### src/rtl/diffeq_operand_sender.sv
// rtl/diffeq_operand_sender.sv - host-side operand-load sequencer for the diffeq solver
// Restarts the solver, streams x/dx/a/u with one-hot strobes, then waits for and captures results.
module diffeq_operand_sender #(
    parameter int WIDTH          = 16,
    parameter int STROBE_CYCLES  = 2,
    parameter int TIMEOUT_CYCLES = 1024
) (
    input  logic             clk,
    input  logic             reset,
    input  logic             start,
    input  logic [WIDTH-1:0] x_in,
    input  logic [WIDTH-1:0] dx_in,
    input  logic [WIDTH-1:0] a_in,
    input  logic [WIDTH-1:0] u_in,
    input  logic [2:0]       solver_state,
    input  logic             solver_valid,
    input  logic [WIDTH-1:0] res_x,
    input  logic [WIDTH-1:0] res_y,
    input  logic [WIDTH-1:0] res_u,
    output logic             solver_reset,
    output logic [WIDTH-1:0] data_out,
    output logic             s1,
    output logic             s2,
    output logic             s3,
    output logic             s4,
    output logic             ready,
    output logic             busy,
    output logic [WIDTH-1:0] x_out,
    output logic [WIDTH-1:0] y_out,
    output logic [WIDTH-1:0] u_out,
    output logic             done,
    output logic             timeout
);

    localparam int CMAX = (TIMEOUT_CYCLES > STROBE_CYCLES) ? TIMEOUT_CYCLES : STROBE_CYCLES;
    localparam int CW   = $clog2(CMAX + 1);
    localparam logic [CW-1:0] STROBE_LAST  = CW'(STROBE_CYCLES - 1);
    localparam logic [CW-1:0] TIMEOUT_LAST = CW'(TIMEOUT_CYCLES - 1);
    localparam logic [2:0]    SOLVER_READ  = 3'b001;

    typedef enum logic [3:0] {
        IDLE, RST, WAIT_READ, SEND_X, SEND_DX, SEND_A, SEND_U, ARM, WAIT_VALID, ERROR
    } state_t;

    state_t           state;
    logic [CW-1:0]    cnt;
    logic [WIDTH-1:0] x_reg;
    logic [WIDTH-1:0] dx_reg;
    logic [WIDTH-1:0] a_reg;
    logic [WIDTH-1:0] u_reg;
    logic             strobe_last;
    logic             watchdog_hit;

    // One counter serves both the strobe window and the per-wait-state watchdog.
    assign strobe_last  = (cnt == STROBE_LAST);
    assign watchdog_hit = (cnt == TIMEOUT_LAST);

    always_ff @(posedge clk) begin
        if (reset) begin
            state        <= IDLE;
            cnt          <= '0;
            x_reg        <= '0;
            dx_reg       <= '0;
            a_reg        <= '0;
            u_reg        <= '0;
            solver_reset <= 1'b0;
            data_out     <= '0;
            s1           <= 1'b0;
            s2           <= 1'b0;
            s3           <= 1'b0;
            s4           <= 1'b0;
            ready        <= 1'b0;
            busy         <= 1'b0;
            x_out        <= '0;
            y_out        <= '0;
            u_out        <= '0;
            done         <= 1'b0;
            timeout      <= 1'b0;
        end else begin
            solver_reset <= 1'b0;
            done         <= 1'b0;
            case (state)
                IDLE, ERROR: begin
                    if (start) begin
                        x_reg        <= x_in;
                        dx_reg       <= dx_in;
                        a_reg        <= a_in;
                        u_reg        <= u_in;
                        timeout      <= 1'b0;
                        solver_reset <= 1'b1;
                        busy         <= 1'b1;
                        cnt          <= '0;
                        state        <= RST;
                    end
                end
                RST: begin
                    cnt   <= '0;
                    state <= WAIT_READ;
                end
                WAIT_READ: begin
                    if (solver_state == SOLVER_READ) begin
                        cnt      <= '0;
                        s1       <= 1'b1;
                        data_out <= x_reg;
                        state    <= SEND_X;
                    end else if (watchdog_hit) begin
                        cnt     <= '0;
                        busy    <= 1'b0;
                        timeout <= 1'b1;
                        state   <= ERROR;
                    end else begin
                        cnt <= cnt + CW'(1);
                    end
                end
                SEND_X: begin
                    if (strobe_last) begin
                        cnt      <= '0;
                        s1       <= 1'b0;
                        s2       <= 1'b1;
                        data_out <= dx_reg;
                        state    <= SEND_DX;
                    end else begin
                        cnt <= cnt + CW'(1);
                    end
                end
                SEND_DX: begin
                    if (strobe_last) begin
                        cnt      <= '0;
                        s2       <= 1'b0;
                        s3       <= 1'b1;
                        data_out <= a_reg;
                        state    <= SEND_A;
                    end else begin
                        cnt <= cnt + CW'(1);
                    end
                end
                SEND_A: begin
                    if (strobe_last) begin
                        cnt      <= '0;
                        s3       <= 1'b0;
                        s4       <= 1'b1;
                        data_out <= u_reg;
                        state    <= SEND_U;
                    end else begin
                        cnt <= cnt + CW'(1);
                    end
                end
                SEND_U: begin
                    if (strobe_last) begin
                        cnt      <= '0;
                        s4       <= 1'b0;
                        data_out <= '0;
                        ready    <= 1'b1;
                        state    <= ARM;
                    end else begin
                        cnt <= cnt + CW'(1);
                    end
                end
                ARM: begin
                    // Ready is held until the solver acknowledges by leaving READ.
                    if (solver_state != SOLVER_READ) begin
                        cnt   <= '0;
                        ready <= 1'b0;
                        state <= WAIT_VALID;
                    end else if (watchdog_hit) begin
                        cnt     <= '0;
                        ready   <= 1'b0;
                        busy    <= 1'b0;
                        timeout <= 1'b1;
                        state   <= ERROR;
                    end else begin
                        cnt <= cnt + CW'(1);
                    end
                end
                WAIT_VALID: begin
                    if (solver_valid) begin
                        x_out <= res_x;
                        y_out <= res_y;
                        u_out <= res_u;
                        done  <= 1'b1;
                        busy  <= 1'b0;
                        cnt   <= '0;
                        state <= IDLE;
                    end else if (watchdog_hit) begin
                        cnt     <= '0;
                        busy    <= 1'b0;
                        timeout <= 1'b1;
                        state   <= ERROR;
                    end else begin
                        cnt <= cnt + CW'(1);
                    end
                end
                default: begin
                    cnt      <= '0;
                    s1       <= 1'b0;
                    s2       <= 1'b0;
                    s3       <= 1'b0;
                    s4       <= 1'b0;
                    data_out <= '0;
                    ready    <= 1'b0;
                    busy     <= 1'b0;
                    state    <= IDLE;
                end
            endcase
        end
    end

endmodule
### config.mk
export PLATFORM = sky130hd
export DESIGN_NAME = diffeq_operand_sender
export DESIGN_NICKNAME = d
export VERILOG_FILES = /design/src/rtl/diffeq_operand_sender.sv
export SDC_FILE = /design/constraint.sdc
export NUM_CORES = 1
export LEC_CHECK = 0
export CAP_MARGIN = 40
export CORE_MARGIN = 2
export CORE_UTILIZATION = 47
export DETAILED_ROUTE_END_ITERATION = 12
export GPL_TIMING_DRIVEN = 1
export HOLD_SLACK_MARGIN = 0.12
export PLACE_DENSITY = 0.8
export SYNTH_ARGS = -nofsm -noshare
export SYNTH_HDL_FRONTEND = slang
export SYNTH_SLANG_ARGS = --single-unit
### constraint.sdc
create_clock -name clk -period 2.5 [get_ports clk]
set_input_delay 0.5 -clock clk [delete_from_list [all_inputs] [get_ports clk]]
set_output_delay 0.5 -clock clk [all_outputs]
set_load 0.01 [all_outputs]
* Yosys cells after proc, flatten, opt, wreduce, memory -nomap -nowiden *
Index checks and enable logic that the tools add are counted.

word-level totals
  register bits after elaboration = 152
  output and inout port bits = 73
  word-level logic and storage cells = 123

operators by class
  $add $sub $neg = 1
  eq/ne operators = 23
  mux-type cells = 47
  bitwise gates (word level) = 9
  reductions and logical operators = 24

operator list
  cell                                             number
  one-hot mux 16 bit (6 select lines)              1
  2-to-1 mux 16 bit                                5
  2-to-1 mux 11 bit                                6
  one-hot mux 11 bit (5 select lines)              1
  OR reduction 8 bit                               5
  2-to-1 mux 4 bit                                 9
  one-hot mux 4 bit (9 select lines)               1
  != test 2 bit, second input constant             9
  2-to-1 mux 1 bit                                 17
  == test 4 x 3 -> 1 bit, second input constant    4
  one-hot mux 1 bit (3 select lines)               5
  AND reduction 3 bit                              5
  adder 11 x 1 -> 11 bit, second input constant    1
  == test 11 x 1 -> 1 bit, second input constant   1
  == test 11 x 10 -> 1 bit, second input constant  1
  AND reduction 5 bit                              2
  OR reduction 5 bit                               2
  inverter 1 bit                                   9
  == test 4 x 2 -> 1 bit, second input constant    2
  == test 4 bit, second input constant             2
  AND reduction 6 bit                              1
  OR reduction 2 bit                               3
  one-hot mux 1 bit (5 select lines)               1
  == test 4 x 1 -> 1 bit, second input constant    1
  other kinds (9)                                  10

* Longest topological paths before layout *
Gate-level depths: netlist of the first run.

  depth after elaboration = 4
  mapped depth = 9
  mapped depth without buffers = 7

* Worst setup path before layout of the first run *
OpenSTA, ideal clock, no wires.

  path type = input to register
  from = in solver_state[1]
  to = reg state[2]
  library setup time = 0.120 ns
  arrival time = 1.823 ns
  data required time = 2.380 ns
  path slack = 0.557 ns
  cell stages on the path = 6
  path buffers = 1
  cells stage by stage = or3b_2 -> a22oi_1 -> a21oi_1 -> a2bb2oi_1 -> buf_2 -> o21ai_1

between the ends
  word-level cells in the longest chain between the ends = 3
  elaborated cells on any way between the ends = 5
  those cells by class = eq/ne: 2; mux: 3

RTL lines
  what                                                              RTL line  source
  from (decl)                                                       15        input logic [2:0] solver_state,
  != test 3 x 1 -> 1 bit or == test 3 x 1 -> 1 bit (tied branches)  161, 101
  2-to-1 mux 4 bit (on tied branches)                               161, 101
  one-hot mux 4 bit (9 select lines) (*)                            82        case (state)
  to (signal assigned)                                              93        state <= RST;
  to (signal assigned)                                              164       state <= WAIT_VALID;
  to (signal assigned)                                              170       state <= ERROR;
  to (decl)                                                         45        state_t state;

Every way passes the cells marked *; elsewhere a longest branch is shown, timed or not.
A chain may end at the register's enable or synchronous reset.

* Worst setup path after layout of the first run *
  from = reg state[2]
  to = reg cnt[1]

between the ends
  word-level cells in the longest chain between the ends = 3
  elaborated cells on any way between the ends = 13
  those cells by class = eq/ne: 9; mux: 1; reduce/logical: 3

RTL lines
  what                                                                  RTL line  source
  from (signal assigned)                                                60        state <= IDLE;
  from (signal assigned)                                                93
  from (signal assigned)                                                98        state <= WAIT_READ;
  == test 4 x 3 -> 1 bit, or another cell as far along                  82
  OR reduction 4 bit (no line) or OR reduction 2 bit (tied branches)    --
  one-hot mux 11 bit (5 select lines) or != test 2 bit (tied branches)  --
  to (signal assigned)                                                  112       cnt <= cnt + CW'(1);
  to (signal assigned)                                                  123       cnt <= cnt + CW'(1);
  to (signal assigned)                                                  134       cnt <= cnt + CW'(1);
  to (decl)                                                             46        logic [CW-1:0] cnt;

Parallel ways exist; a longest one is shown, timed or not.

==> results of run 1 <==
## per-layer routing
layer,wire (um),part of all wire [%],vias to the layer above
li1,-,-,3060
met1,7680,43,2830
met2,8340,47,226
met3,1490,8.3,27
met4,342,1.9,0
met5,0,0,-
## cell usage after synthesis (all sizes together), types with 6 or more instances
library cell and number:
a221oi 17, nand2 241, buf 26, dfxtp 152, nor2 57, a211oi 19
inv 6, xnor2 8, o21ai 7, clkbuf 38, a22oi 17, a21oi 127
## logic make-up (layout without fill, tap and decap cells)
kind of cell / count (synthesis) / count (layout) / share of synthesized area (%)
compound gates: 211 / 211 / 21.6
buf+inv: 70 / 255 / 4.84
mux: 2 / 2 / 0.313
xor+xnor: 12 / 12 / 1.64
simple gates: 344 / 344 / 23.6
fa+ha+maj: 2 / 2 / 0.391
flops: 152 / 152 / 47.6
## worst register-to-register path, stage by stage (launching register included)
cell       delay, ps
dfxtp_1          420
buf_4            240
nor4b_1          510
a22oi_1          290
a21oi_1          210
a2bb2oi_1         80
buf_4            180
a211oi_1         200
## worst min-delay path by stage
| stage | cells past startpoint | slack [ps] | startpoint | endpoint |
|---|---|---|---|---|
| 3_5_place_dp | 2 | 450 | y_out[3]$_SDFFE_PP0P_ | y_out[3]$_SDFFE_PP0P_ |
| 2_1_floorplan | 2 | 430 | x_reg[15]$_SDFFE_PP0P_ | x_reg[15]$_SDFFE_PP0P_ |
| 6_report | 2 | 450 | x_out[14]$_SDFFE_PP0P_ | x_out[14]$_SDFFE_PP0P_ |
| 4_1_cts | 2 | 450 | y_out[3]$_SDFFE_PP0P_ | y_out[3]$_SDFFE_PP0P_ |
| 3_3_place_gp | 2 | 440 | y_out[11]$_SDFFE_PP0P_ | y_out[11]$_SDFFE_PP0P_ |
| 5_1_grt | 2 | 470 | a_reg[15]$_SDFFE_PP0P_ | a_reg[15]$_SDFFE_PP0P_ |
## power groups by stage
stage                     clock network (mW)  logic, mW  registers (mW)
after floorplan                            0       1.42            3.04
after global placement                     0       2.20            3.04
after detailed placement                   0       2.26            3.05
after CTS                               2.59       2.27            3.00
after global routing                    2.68       2.51            3.04
final                                   2.55       2.27            3.01
## cell type report
class,count,area [um2]
Tap cell,176,220
Clock inverter,9,87.6
Timing Repair Buffer,217,2170
Sequential cell,152,3040
Inverter,6,22.5
Fill cell,1096,4150
Clock buffer,23,508
Multi-Input combinational cell,571,3040
## metrics by stage
stage	cells	hold slack [ps]
after global placement	1121	440
after CTS	1154	454
after global routing	1154	469
final	1154	452
after floorplan	793	431
after detailed placement	1122	446
==> flow_summary.ini, run 1 <==
[clocking]
post_cts_buffers = 0
cts.sinks = 152
cts_max_level = 4
clkTransAtPathRegs_ps = 60
cts-root-buf = clkbuf_16
clock_latency_ps = 430
cts_tree = yes
cts_resized = 0
cts_hold_buffers = 0
cts_buffers = 17
cts_buffer_depth = 2

[floorplan]
ios = 192
start_util_pct = 48.3
rows = 42
core_area_um2 = 13200
die_w_um = 121
die-area_um2 = 14500
dieHeight_um = 121

[routing]
wire_per_inst_um = 15.5
drc = 0
vias = 6143
wirelength_mm = 17.9
dr.pass1.iters = 5
drtIter0Drc = 610
via_per_inst = 5.32
ant_nets = 0

[critical_path]
reg2reg_from = state[2]$_SDFFE_PP0P_
r2r-end = cnt[1]$_SDFFE_PP0N_
worstPathBufferInverterCount = 2
r2r_slack_ps = 290
crit_cells = 7
crit_end = cnt[1]$_SDFFE_PP0N_
slowest_delay_ps = 510
path_delay_family = compound AO/OA/AOI/OAI gates
crit_top_cell = buf_4
critPathArrivalTime_ps = 2560
path_cells = buf_4 -> nor4b_1 -> a22oi_1 -> a21oi_1 -> a2bb2oi_1 -> buf_4 -> a211oi_1
crit_path_end_kind = flop
cp_slowest_cell = nor4b_1
startpoint_type = flop
cp_max_fo = 13
crit_type = reg -> reg
required_ps = 2850
critPathLaunch = state[2]$_SDFFE_PP0P_
rr_worst_depth = 7

[power]
switchingPower_mw = 2.50
internal_power_mw = 5.33
pwr-share-seq_pct = 38.4
power.share.combinational_pct = 29.0
ir_worst_vdd_mv = 0.533
powerDensity_nw_per_um2 = 861
finalPower_mw = 7.83
p_leak_nw = 3.16
pwr-share-clk_pct = 32.6
swShare_pct = 31.9

[synth]
synth_top_cell_area_share_pct = 47.6
syn_area_um2 = 6390
async_flop_share_pct = 0
synth_nets = 914
synth_cells = 793
yosys.area.top_type = dfxtp_1
synthDistinctLibCells = 65
synthTopCellsByArea = dfxtp_1, nand2_1, a21oi_1, nor2_1, a211oi_2
synth-seq-cells = 152
yosysWarnings = 0
ys_seq_area_share_pct = 47.6
synth-edff-count = 0
synth-main-ff-cell = dfxtp_1
avgSynthCellArea_um2 = 8.06

[finish]
syn_to_final_growth_pct = 42.2
fin_nets = 1086
mostFrequentLayoutCell = nand2_1
diodes = 0
drive_gt1_share_pct = 8.90
final_cell_mix = nand2_1, clkdlybuf4s50_1, dfxtp_1
post-route-util_pct = 68.7
design_area_um2 = 9090

[global_route]
global_route.usage.met3_pct = 8.40
grt_pass1_vias = 5818
use_met2_pct = 39.2
use_met1_pct = 32.2
grt_overflow = 0
grt_max_degree = 62
track_usage_pct = 25.0
grt_pass1_wl_mm = 28.9
antenna_found_initial = 0
grt-busiest-layer = met2

[placed_design]
dpl_cell_area_um2 = 8500
dp_hpwl_mm = 12.3
port_buffers = 191
pre_cts_ws_ps = 36.9
gp_congestion = 0.897

[sta]
setup_violations = 0
hold_violations = 0
post-route-period-util_pct = 88.4
worst_slew_pin_slew_ps = 578
drv_slew = 0
finalClockSkew_ps = 8.03
min_period_ps = 2210
tns_ps = 0
max_freq_mhz = 453
setup_slack_ps = 291
rsz0062_at_grt = false
relSlewSlack_pct = 60.9

[run]
max_cap_violations = 0

[min_path]
worstHoldPathType = reg -> reg

[run_status]
status = complete, no violations
Note: power is estimated with default switching activity, not from simulation.
==> run 2, diff against run 1 <==
--- a/config.mk
+++ b/config.mk
@@ -9,6 +9,7 @@
 export CORE_MARGIN = 2
 export CORE_UTILIZATION = 47
 export DETAILED_ROUTE_END_ITERATION = 12
+export GPL_ROUTABILITY_DRIVEN = 0
 export GPL_TIMING_DRIVEN = 1
 export HOLD_SLACK_MARGIN = 0.12
 export PLACE_DENSITY = 0.8
==> results of run 2 <==
No change in the layout: final DEF, timing and power equal those of run 1.
